`src/rtl/rtc_hms_counter_if.sv`:
```
// Bus bundle for rtc_hms_counter: control/load/alarm inputs and time/glyph/pulse outputs.
interface rtc_hms_counter_if #(
  parameter int GLYPH_W = 6
);
  logic                   run_en;
  logic                   load_valid;
  logic [23:0]            load_time;
  logic                   alarm_en;
  logic [23:0]            alarm_time;
  logic [23:0]            time_bcd;
  logic [6*GLYPH_W-1:0]   disp_time;
  logic                   sec_pulse;
  logic                   load_err;
  logic                   alarm_hit;

  // Controller side: drives requests, observes time and pulses.
  modport master (
    output run_en, load_valid, load_time, alarm_en, alarm_time,
    input  time_bcd, disp_time, sec_pulse, load_err, alarm_hit
  );

  // Counter side.
  modport slave (
    input  run_en, load_valid, load_time, alarm_en, alarm_time,
    output time_bcd, disp_time, sec_pulse, load_err, alarm_hit
  );
endinterface

```
`src/rtl/rtc_hms_counter.sv`:
```
// HH:MM:SS BCD real-time counter with 1 Hz prescaler, 12/24h mode,
// validated load, one-shot alarm and per-digit glyph codes.
module rtc_hms_counter #(
  parameter int TICKS_PER_SEC = 100000000,
  parameter int GLYPH_BASE    = 26,
  parameter int GLYPH_W       = 6,
  parameter int MODE_24H      = 1
) (
  input logic               clk,
  input logic               rst_n,
  rtc_hms_counter_if.slave  bus
);

  localparam int              CW       = (TICKS_PER_SEC > 1) ? $clog2(TICKS_PER_SEC) : 1;
  localparam logic [CW-1:0]   TERM     = CW'(TICKS_PER_SEC - 1);
  localparam logic [23:0]     RST_TIME = (MODE_24H != 0) ? 24'h000000 : 24'h120000;

  logic [CW-1:0] cnt;
  logic [23:0]   tm;
  logic [23:0]   nxt;
  logic          tick;
  logic          load_ok;
  logic          alarm_ok;
  logic          sec_pulse_q, load_err_q, alarm_hit_q;

  // A BCD HHMMSS word is legal when every digit is decimal, tens of
  // minutes/seconds are 0..5, and the hour is in range for the mode.
  function automatic logic time_ok(input logic [23:0] t);
    logic ok;
    ok = 1'b1;
    for (int i = 0; i < 6; i++)
      if (t[i*4 +: 4] > 4'd9) ok = 1'b0;
    if (t[7:4] > 4'd5 || t[15:12] > 4'd5) ok = 1'b0;
    // With decimal digits, a raw compare of the BCD byte orders hours numerically.
    if (MODE_24H != 0) begin
      if (t[23:16] > 8'h23) ok = 1'b0;
    end else begin
      if (t[23:16] == 8'h00 || t[23:16] > 8'h12) ok = 1'b0;
    end
    return ok;
  endfunction

  // Hour advance: 23->00 in 24h, 12->01 in 12h, otherwise plain BCD +1.
  function automatic logic [7:0] hour_inc(input logic [7:0] h);
    logic [7:0] r;
    if (MODE_24H != 0 && h == 8'h23)      r = 8'h00;
    else if (MODE_24H == 0 && h == 8'h12) r = 8'h01;
    else if (h[3:0] == 4'd9)              r = {h[7:4] + 4'd1, 4'd0};
    else                                  r = {h[7:4], h[3:0] + 4'd1};
    return r;
  endfunction

  // Full one-second advance with every carry resolved in one cycle.
  function automatic logic [23:0] time_inc(input logic [23:0] t);
    logic [23:0] n;
    n = t;
    if (t[3:0] != 4'd9) n[3:0] = t[3:0] + 4'd1;
    else begin
      n[3:0] = 4'd0;
      if (t[7:4] != 4'd5) n[7:4] = t[7:4] + 4'd1;
      else begin
        n[7:4] = 4'd0;
        if (t[11:8] != 4'd9) n[11:8] = t[11:8] + 4'd1;
        else begin
          n[11:8] = 4'd0;
          if (t[15:12] != 4'd5) n[15:12] = t[15:12] + 4'd1;
          else begin
            n[15:12] = 4'd0;
            n[23:16] = hour_inc(t[23:16]);
          end
        end
      end
    end
    return n;
  endfunction

  assign tick     = bus.run_en && (cnt == TERM);
  assign nxt      = time_inc(tm);
  assign load_ok  = time_ok(bus.load_time);
  assign alarm_ok = time_ok(bus.alarm_time);

  // Prescaler, time registers and registered one-cycle pulses.
  // A valid load wins over a coincident tick and restarts the second;
  // a rejected load only raises load_err and leaves counting untouched.
  always_ff @(posedge clk or negedge rst_n) begin
    if (!rst_n) begin
      cnt         <= '0;
      tm          <= RST_TIME;
      sec_pulse_q <= 1'b0;
      load_err_q  <= 1'b0;
      alarm_hit_q <= 1'b0;
    end else begin
      sec_pulse_q <= 1'b0;
      load_err_q  <= 1'b0;
      alarm_hit_q <= 1'b0;
      if (bus.run_en) cnt <= tick ? '0 : cnt + 1'b1;
      if (bus.load_valid && load_ok) begin
        tm  <= bus.load_time;
        cnt <= '0;
      end else begin
        if (bus.load_valid) load_err_q <= 1'b1;
        if (tick) begin
          tm          <= nxt;
          sec_pulse_q <= 1'b1;
          alarm_hit_q <= bus.alarm_en && alarm_ok && (nxt == bus.alarm_time);
        end
      end
    end
  end

  assign bus.time_bcd  = tm;
  assign bus.sec_pulse = sec_pulse_q;
  assign bus.load_err  = load_err_q;
  assign bus.alarm_hit = alarm_hit_q;

  // Glyph code per digit, same ordering as time_bcd.
  for (genvar g = 0; g < 6; g++) begin : g_glyph
    assign bus.disp_time[g*GLYPH_W +: GLYPH_W] = GLYPH_W'(GLYPH_BASE) + GLYPH_W'(tm[g*4 +: 4]);
  end

endmodule
```
`src/flat_wrapper.sv`:
```
// flat-port wrapper written by rule: the top's interface ports become plain ports
module rtc_hms_counter_flat 
#(
  parameter int TICKS_PER_SEC = 100000000,
  parameter int GLYPH_BASE    = 26,
  parameter int GLYPH_W       = 6,
  parameter int MODE_24H      = 1
)
  (clk, rst_n, bus_run_en, bus_load_valid, bus_load_time, bus_alarm_en, bus_alarm_time, bus_time_bcd, bus_disp_time, bus_sec_pulse, bus_load_err, bus_alarm_hit);
  rtc_hms_counter_if #(.GLYPH_W(GLYPH_W)) bus_i ();
  input logic clk;
  input logic rst_n;
  input wire logic [$bits(bus_i.run_en)-1:0] bus_run_en;
  input wire logic [$bits(bus_i.load_valid)-1:0] bus_load_valid;
  input wire logic [$bits(bus_i.load_time)-1:0] bus_load_time;
  input wire logic [$bits(bus_i.alarm_en)-1:0] bus_alarm_en;
  input wire logic [$bits(bus_i.alarm_time)-1:0] bus_alarm_time;
  output wire logic [$bits(bus_i.time_bcd)-1:0] bus_time_bcd;
  output wire logic [$bits(bus_i.disp_time)-1:0] bus_disp_time;
  output wire logic [$bits(bus_i.sec_pulse)-1:0] bus_sec_pulse;
  output wire logic [$bits(bus_i.load_err)-1:0] bus_load_err;
  output wire logic [$bits(bus_i.alarm_hit)-1:0] bus_alarm_hit;
  assign bus_i.run_en = bus_run_en;
  assign bus_i.load_valid = bus_load_valid;
  assign bus_i.load_time = bus_load_time;
  assign bus_i.alarm_en = bus_alarm_en;
  assign bus_i.alarm_time = bus_alarm_time;
  assign bus_time_bcd = bus_i.time_bcd;
  assign bus_disp_time = bus_i.disp_time;
  assign bus_sec_pulse = bus_i.sec_pulse;
  assign bus_load_err = bus_i.load_err;
  assign bus_alarm_hit = bus_i.alarm_hit;
  rtc_hms_counter #(.TICKS_PER_SEC(TICKS_PER_SEC), .GLYPH_BASE(GLYPH_BASE), .GLYPH_W(GLYPH_W), .MODE_24H(MODE_24H)) u_core (.clk(clk), .rst_n(rst_n), .bus(bus_i));
endmodule
```
`config.mk`:
```
export PLATFORM = sky130hd
export DESIGN_NAME = rtc_hms_counter_flat
export DESIGN_NICKNAME = d
export VERILOG_FILES = /design/src/rtl/rtc_hms_counter_if.sv /design/src/rtl/rtc_hms_counter.sv /design/src/flat_wrapper.sv
export SDC_FILE = /design/constraint.sdc
export NUM_CORES = 1
export LEC_CHECK = 0
export CORE_ASPECT_RATIO = 1.75
export CORE_MARGIN = 1
export CORE_UTILIZATION = 40
export CTS_BUF_LIST = sky130_fd_sc_hd__clkbuf_16
export DETAILED_ROUTE_END_ITERATION = 10
export PLACE_DENSITY = 0.67
export SETUP_SLACK_MARGIN = 0.1
export SLEW_MARGIN = 5
export SYNTH_ARGS = -nofsm -noshare
export SYNTH_HDL_FRONTEND = slang
export SYNTH_SLANG_ARGS = --single-unit
```
`constraint.sdc`:
```
create_clock -name clk -period 3.7 [get_ports clk]
set_input_delay 0.555 -clock clk [delete_from_list [all_inputs] [get_ports clk]]
set_output_delay 0.555 -clock clk [all_outputs]
set_load 0.02 [all_outputs]
```
-- Word level (Yosys, flattened, before mapping)
Cells that the tools add are included.
Widths: inputs -> output; s select.
- flip-flop bits (word level): 54
- bits of input ports: 53
- output and inout port bits: 63
- word-level logic and storage cells: 89
- add/sub/neg operators: 13
- $lt $le $gt $ge: 18
- eq/ne operators: 8
- muxes and demuxes: 37
- reduce and logical (&&, ||, !) cells: 8
- operators by type and width (cell ; count):
    $mux 27 ; 3
    $gt 4x4->1 const B ; 12
    $mux 24 ; 2
    $add 5x4->6 const A ; 6
    $add 27x1->27 const B ; 1
    $eq 27x27->1 const B ; 1
    $add 4x1->4 const B ; 6
    $eq 24x24->1 ; 1
    $mux 8 ; 3
    $mux 1 ; 22
    $mux 20 ; 1
    $gt 4x3->1 const B ; 4
    $gt 8x6->1 const B ; 2
    $mux 16 ; 1
    $mux 4 ; 4
    $mux 12 ; 1
    $eq 8x6->1 const B ; 1
    $ne 4x3->1 const B ; 2
    $ne 4x4->1 const B ; 2
    $eq 4x4->1 const B ; 1
    $logic_and 1x1->1 ; 4
    $reduce_bool 2->1 ; 2
    $logic_or 1x1->1 ; 2

-- Logic depth before layout (Yosys ltp)
- depth after elaboration: 13
- depth in mapped cells: 10
- mapped depth without buffers: 9

-- Worst setup path before layout
OpenSTA, ideal clock, no wires.
- path type: register -> register
- from: register u_core.tm[13] (netlist: u_core.bus.time_bcd[13])
- to: register u_core.alarm_hit_q (netlist: u_core.bus.alarm_hit)
- arrival time: 2.766 ns
- setup slack: 0.839 ns
- stages on the path, launching flop included: 11
- buffers on the path: 1
- period minus slack after synthesis: 2.861 ns
- cell sequence: dfrtp_1 > inv_1 > ha_1 > and3b_1 > buf_2 > nand4_2 > nor3_1 > o21a_1 > o22ai_1 > or4b_1 > nor4b_2
- cells in the longest elaborated chain, start to end: 9
- RTL lines (what ; line ; source):
    from (decl) ; rtc_hms_counter.sv:19 ; logic [23:0] tm;
    from (signal assigned) ; rtc_hms_counter.sv:98 ; tm <= bus.load_time;
    from (signal assigned) ; rtc_hms_counter.sv:103 ; tm <= nxt;
    $add 4x1->4 / $ne 4x3->1 (equally long branches) ; rtc_hms_counter.sv:66 ; if (t[15:12] != 4'd5) n[15:12] = t[15:12] + 4'd1;
    $mux 4 / $mux 8 (equally long branches) ; rtc_hms_counter.sv:66 ;
    $mux 12 ; rtc_hms_counter.sv:63 ; if (t[11:8] != 4'd9) n[11:8] = t[11:8] + 4'd1;
    $mux 16 ; rtc_hms_counter.sv:60 ; if (t[7:4] != 4'd5) n[7:4] = t[7:4] + 4'd1;
    $mux 20 * ; rtc_hms_counter.sv:57 ; if (t[3:0] != 4'd9) n[3:0] = t[3:0] + 4'd1;
    $eq 24x24->1 * ; rtc_hms_counter.sv:105 ; alarm_hit_q <= bus.alarm_en && alarm_ok && (nxt == bus.alarm_time);
    $logic_and 1x1->1 * ; rtc_hms_counter.sv:105 ;
    $mux 1 * ; rtc_hms_counter.sv:102 ; if (tick) begin
    $mux 1 * ; rtc_hms_counter.sv:97 ; if (bus.load_valid && load_ok) begin
    to (signal assigned) ; rtc_hms_counter.sv:105 ;
    to (decl) ; rtc_hms_counter.sv:24 ; logic sec_pulse_q, load_err_q, alarm_hit_q;
Mark *: on every way between the ends. The rest lies on a longest branch, timed or not.
A chain may end at the register's enable or synchronous reset.

-- Worst setup path after layout
- from: register u_core.tm[5] (netlist: u_core.bus.time_bcd[5])
- to: register u_core.alarm_hit_q (netlist: u_core.bus.alarm_hit)
- cells in the longest elaborated chain, start to end: 7
- RTL lines (what ; line):
    $add 4x1->4 / $ne 4x3->1 (equally long branches) ; rtc_hms_counter.sv:60
    $mux 4 / $mux 16 (equally long branches) ; rtc_hms_counter.sv:60
    $mux 20 * ; rtc_hms_counter.sv:57
    $eq 24x24->1 * ; rtc_hms_counter.sv:105
    $logic_and 1x1->1 * ; rtc_hms_counter.sv:105
    $mux 1 * ; rtc_hms_counter.sv:102
    $mux 1 * ; rtc_hms_counter.sv:97
Marked as above.

==> results.json <==
{
  "run_status": "complete, no violations",
  "synthesis.instances": 528,
  "critical_path.startpoint_type": "flip-flop",
  "worst_ir_drop_vdd_mv": 0.3348,
  "cts_post_setup_buffers_inserted": 0,
  "min-delay-path-class": "primary input to async pin",
  "post_synth_num_cell_types": 67,
  "die_width_um": 80.29,
  "min_period_over_period_pct": 84.59,
  "synth-adder-area-share_pct": 6.707,
  "period_needed_ps": 3130,
  "tritoncts": "built",
  "die_area_sq_um": 11160,
  "final_layout_size_suffix_gt1_share_pct": 5.965,
  "placement.io_buffers": 115,
  "final.setup_skew_ps": 7.258,
  "rr_worst_depth": 10,
  "dr_total_vias": 4331,
  "layout.core_utilization_pct": 54.88,
  "first_global_vias": 4384,
  "grt_max_degree": 33,
  "post-dp-hpwl_mm": 10.90,
  "postSynthAreaPerCell_sq_um": 8.126,
  "clk_path_buf_depth": 2,
  "num_rows": 49,
  "kind_of_end_point_of_the_critical_path": "flip-flop",
  "dominantRegCellSynth": "dfrtp_1",
  "synth_sequential_area_ratio_pct": 31.50,
  "cts_root_buf": "clkbuf_16",
  "all_layer_gr_usage_pct": 25.64,
  "synth_top_area_cell": "dfrtp_1",
  "drcViolationCount": 0,
  "max-slew-margin-rel_pct": 48.01,
  "initial_core_util_pct": 41.41,
  "worst_pin_slew_ps": 760.2,
  "grt_setup_unrepaired": "no",
  "crit_fanout": 13,
  "syn_nets": 604,
  "post-synth-top-area-fraction_pct": 31.50,
  "clkSlewWorstSetupHoldPaths_ps": 70,
  "report.final.hold_viol_count": 0,
  "design.portCount": 116,
  "drt_pass1_iterations": 5,
  "synthesis.area_sq_um": 4290,
  "fillCellCount": 991,
  "worstSetupPathType": "flip-flop to flip-flop",
  "synth-simple-area-share_pct": 25.28,
  "synth.mux.area_fraction_pct": 3.120,
  "syn_to_final_growth_pct": 32.55,
  "worst-endpoint-required_ps": 3900,
  "synthXorXnorAreaFrac_pct": 7.757,
  "drt.antenna.violating_nets": 0,
  "number_of_antenna_violations_at_the_first_check_in_global_routing": 0,
  "crit_arrival_ps": 3330,
  "rrSetupSlack_ps": 570,
  "post_cts_resized": 0,
  "place_congestion": 0.9140,
  "numClockSinks": 54,
  "antenna-diode-count": 0,
  "async_reset_ff_share_pct": 100.0,
  "timing.final.setup_violations": 0,
  "nNetsFinal": 712,
  "route.detailed.wl_per_inst_um": 17.97,
  "synth_edf_count": 0,
  "fraction_of_the_mapped_netlist_area_in_compound_gates_pct": 18.66,
  "max_clock_freq_ghz": 0.3195,
  "timing.final.max_slew_violations": 0,
  "drt-vias-per-instance": 5.669,
  "rr_endpoint": "u_core.bus.alarm_hit$_DFF_PN0_",
  "yosys_warnings": 0,
  "netlist_top_cells_area": "dfrtp_1, ha_1, o21ai_0",
  "first_iter_violations": 186,
  "clock_latency_ps": 300,
  "route.final.wire_length_mm": 13.73,
  "num_cts_buffers": 5,
  "cts.htree.levels": 2,
  "final.setup.tns_ps": 0,
  "grt_first_pass_wirelength_mm": 22.07,
  "cap_violations": 0,
  "power.leakage_nw": 2.354,
  "grt-ovfl-total": 0,
  "floorplan.die.height_um": 139.0,
  "critical_path.reg2reg.startpoint": "u_core.bus.time_bcd[5]$_DFFE_PN0P_",
  "ctsHoldBuffers": 0,
  "core_area_sq_um": 10360,
  "ys_ff_latch": 54,
  "power_density_nw_per_um2": 268.2,
  "synth_top_family_by_area": "simple AND/OR/NAND/NOR gates"
}
[area by class of cell]
type / count / area, sq um / share of cell area [%]
timing repair buffer: 128 / 1244 / 21.87
inverter: 39 / 146.4 / 2.574
multi-input combinational: 408 / 2645 / 46.51
sequential: 54 / 1351 / 23.76
clock inverter: 3 / 16.27 / 0.2860
tap: 127 / 158.9 / 2.794
clock buffer: 5 / 125.1 / 2.200
[cells in the final DEF, fill, tap and decap left out, drive strengths merged, types with 3 or more instances in the layout]
master,n
a211oi,6
a21oi,36
and3,7
and3b,3
and4,3
buf,14
clkbuf,5
clkdlybuf4s50,114
dfrtp,54
ha,23
inv,39
mux2,3
mux2i,10
nand2,49
nand2b,4
nand3,20
nand3b,6
nand4,14
nor2,48
nor3,23
nor3b,3
nor4,5
nor4b,3
o21a,3
o21ai,50
o31a,7
or3,6
xnor2,18
xor2,20
[report_power, final]
group / internal [mW] / total (mW) / switching, mW
clock network: 0.248 / 0.469 / 0.221
logic: 0.181 / 0.367 / 0.186
registers: 0.631 / 0.689 / 0.0582
total: 1.06 / 1.53 / 0.465
[flip-flops by register name, summed over array words and instances (netlist names)]
name                  cells
u_core.bus.time_bcd      24
u_core.bus.sec_pulse      1
u_core.bus.alarm_hit      1
u_core.cnt               27
u_core.bus.load_err       1
[per-stage QoR]
stage / instance area (sq um) / hold WS, ps / power, mW / cells / setup WS (ps)
after floorplan: 4290 / 259.4 / 0.8749 / 528 / 839.2
after CTS: 5687 / 354.2 / 1.540 / 764 / 647.4
final: 5687 / 337.1 / 1.525 / 764 / 570.2
after global placement: 5545 / 519.4 / 1.058 / 756 / 487.3
after detailed placement: 5545 / 532.4 / 1.064 / 756 / 473.2
after global routing: 5687 / 384.1 / 1.592 / 764 / 287.4
[cells in the mapped netlist, drive strengths merged (2+ instances only)]
| master | count |
|---|---|
| a2111oi | 2 |
| a211oi | 6 |
| a21boi | 2 |
| a21oi | 36 |
| a221oi | 2 |
| a31oi | 2 |
| and3 | 7 |
| and3b | 3 |
| and4 | 3 |
| buf | 15 |
| clkbuf | 12 |
| dfrtp | 54 |
| ha | 23 |
| inv | 39 |
| mux2 | 3 |
| mux2i | 10 |
| nand2 | 49 |
| nand2b | 4 |
| nand3 | 20 |
| nand3b | 6 |
| nand4 | 14 |
| nor2 | 48 |
| nor2b | 2 |
| nor3 | 23 |
| nor3b | 3 |
| nor4 | 5 |
| nor4b | 3 |
| nor4bb | 2 |
| o211ai | 2 |
| o21a | 3 |
| o21ai | 50 |
| o31a | 7 |
| o31ai | 2 |
| o41ai | 2 |
| or3 | 6 |
| xnor2 | 18 |
| xor2 | 20 |
[metal layers]
layer	track usage (%)	routed length (um)
met1	26.82	4940
met2	48.72	7679
met3	3.289	604
met4	11.75	504
met5	0	0
[worst max-delay path: stages (launching register included)]
cell and delay (ps):
dfrtp_1 450, inv_1 150, ha_1 180, nand3b_1 220, nor3_1 240, buf_4 220
and3_1 210, mux2i_1 240, xnor2_1 120, a2111oi_0 680, nor4b_2 320
[cell families after synthesis]
family	Yosys count
AND/OR/NAND/NOR	204
flip-flops	54
adder cells (fa/ha/maj)	23
multiplexers	13
AO/OA/AOI/OAI	130
XOR/XNOR	38
buffers and inverters	66
[worst max path at each step]
stage               cells past startpoint                           startpoint  slack [ps]                        endpoint
floorplan                              10  u_core.bus.time_bcd[13]$_DFFE_PN0P_         840  u_core.bus.alarm_hit$_DFF_PN0_
global placement                        9                    bus_load_time[23]         490      u_core.cnt[14]$_DFFE_PN0P_
detailed placement                      9                    bus_load_time[23]         470      u_core.cnt[24]$_DFFE_PN0P_
CTS                                     8   u_core.bus.time_bcd[1]$_DFFE_PN0P_         650  u_core.bus.alarm_hit$_DFF_PN0_
global route                           10   u_core.bus.time_bcd[5]$_DFFE_PN0P_         290  u_core.bus.alarm_hit$_DFF_PN0_
finish                                 10   u_core.bus.time_bcd[5]$_DFFE_PN0P_         570  u_core.bus.alarm_hit$_DFF_PN0_
Power figures use the tool's default switching activity.
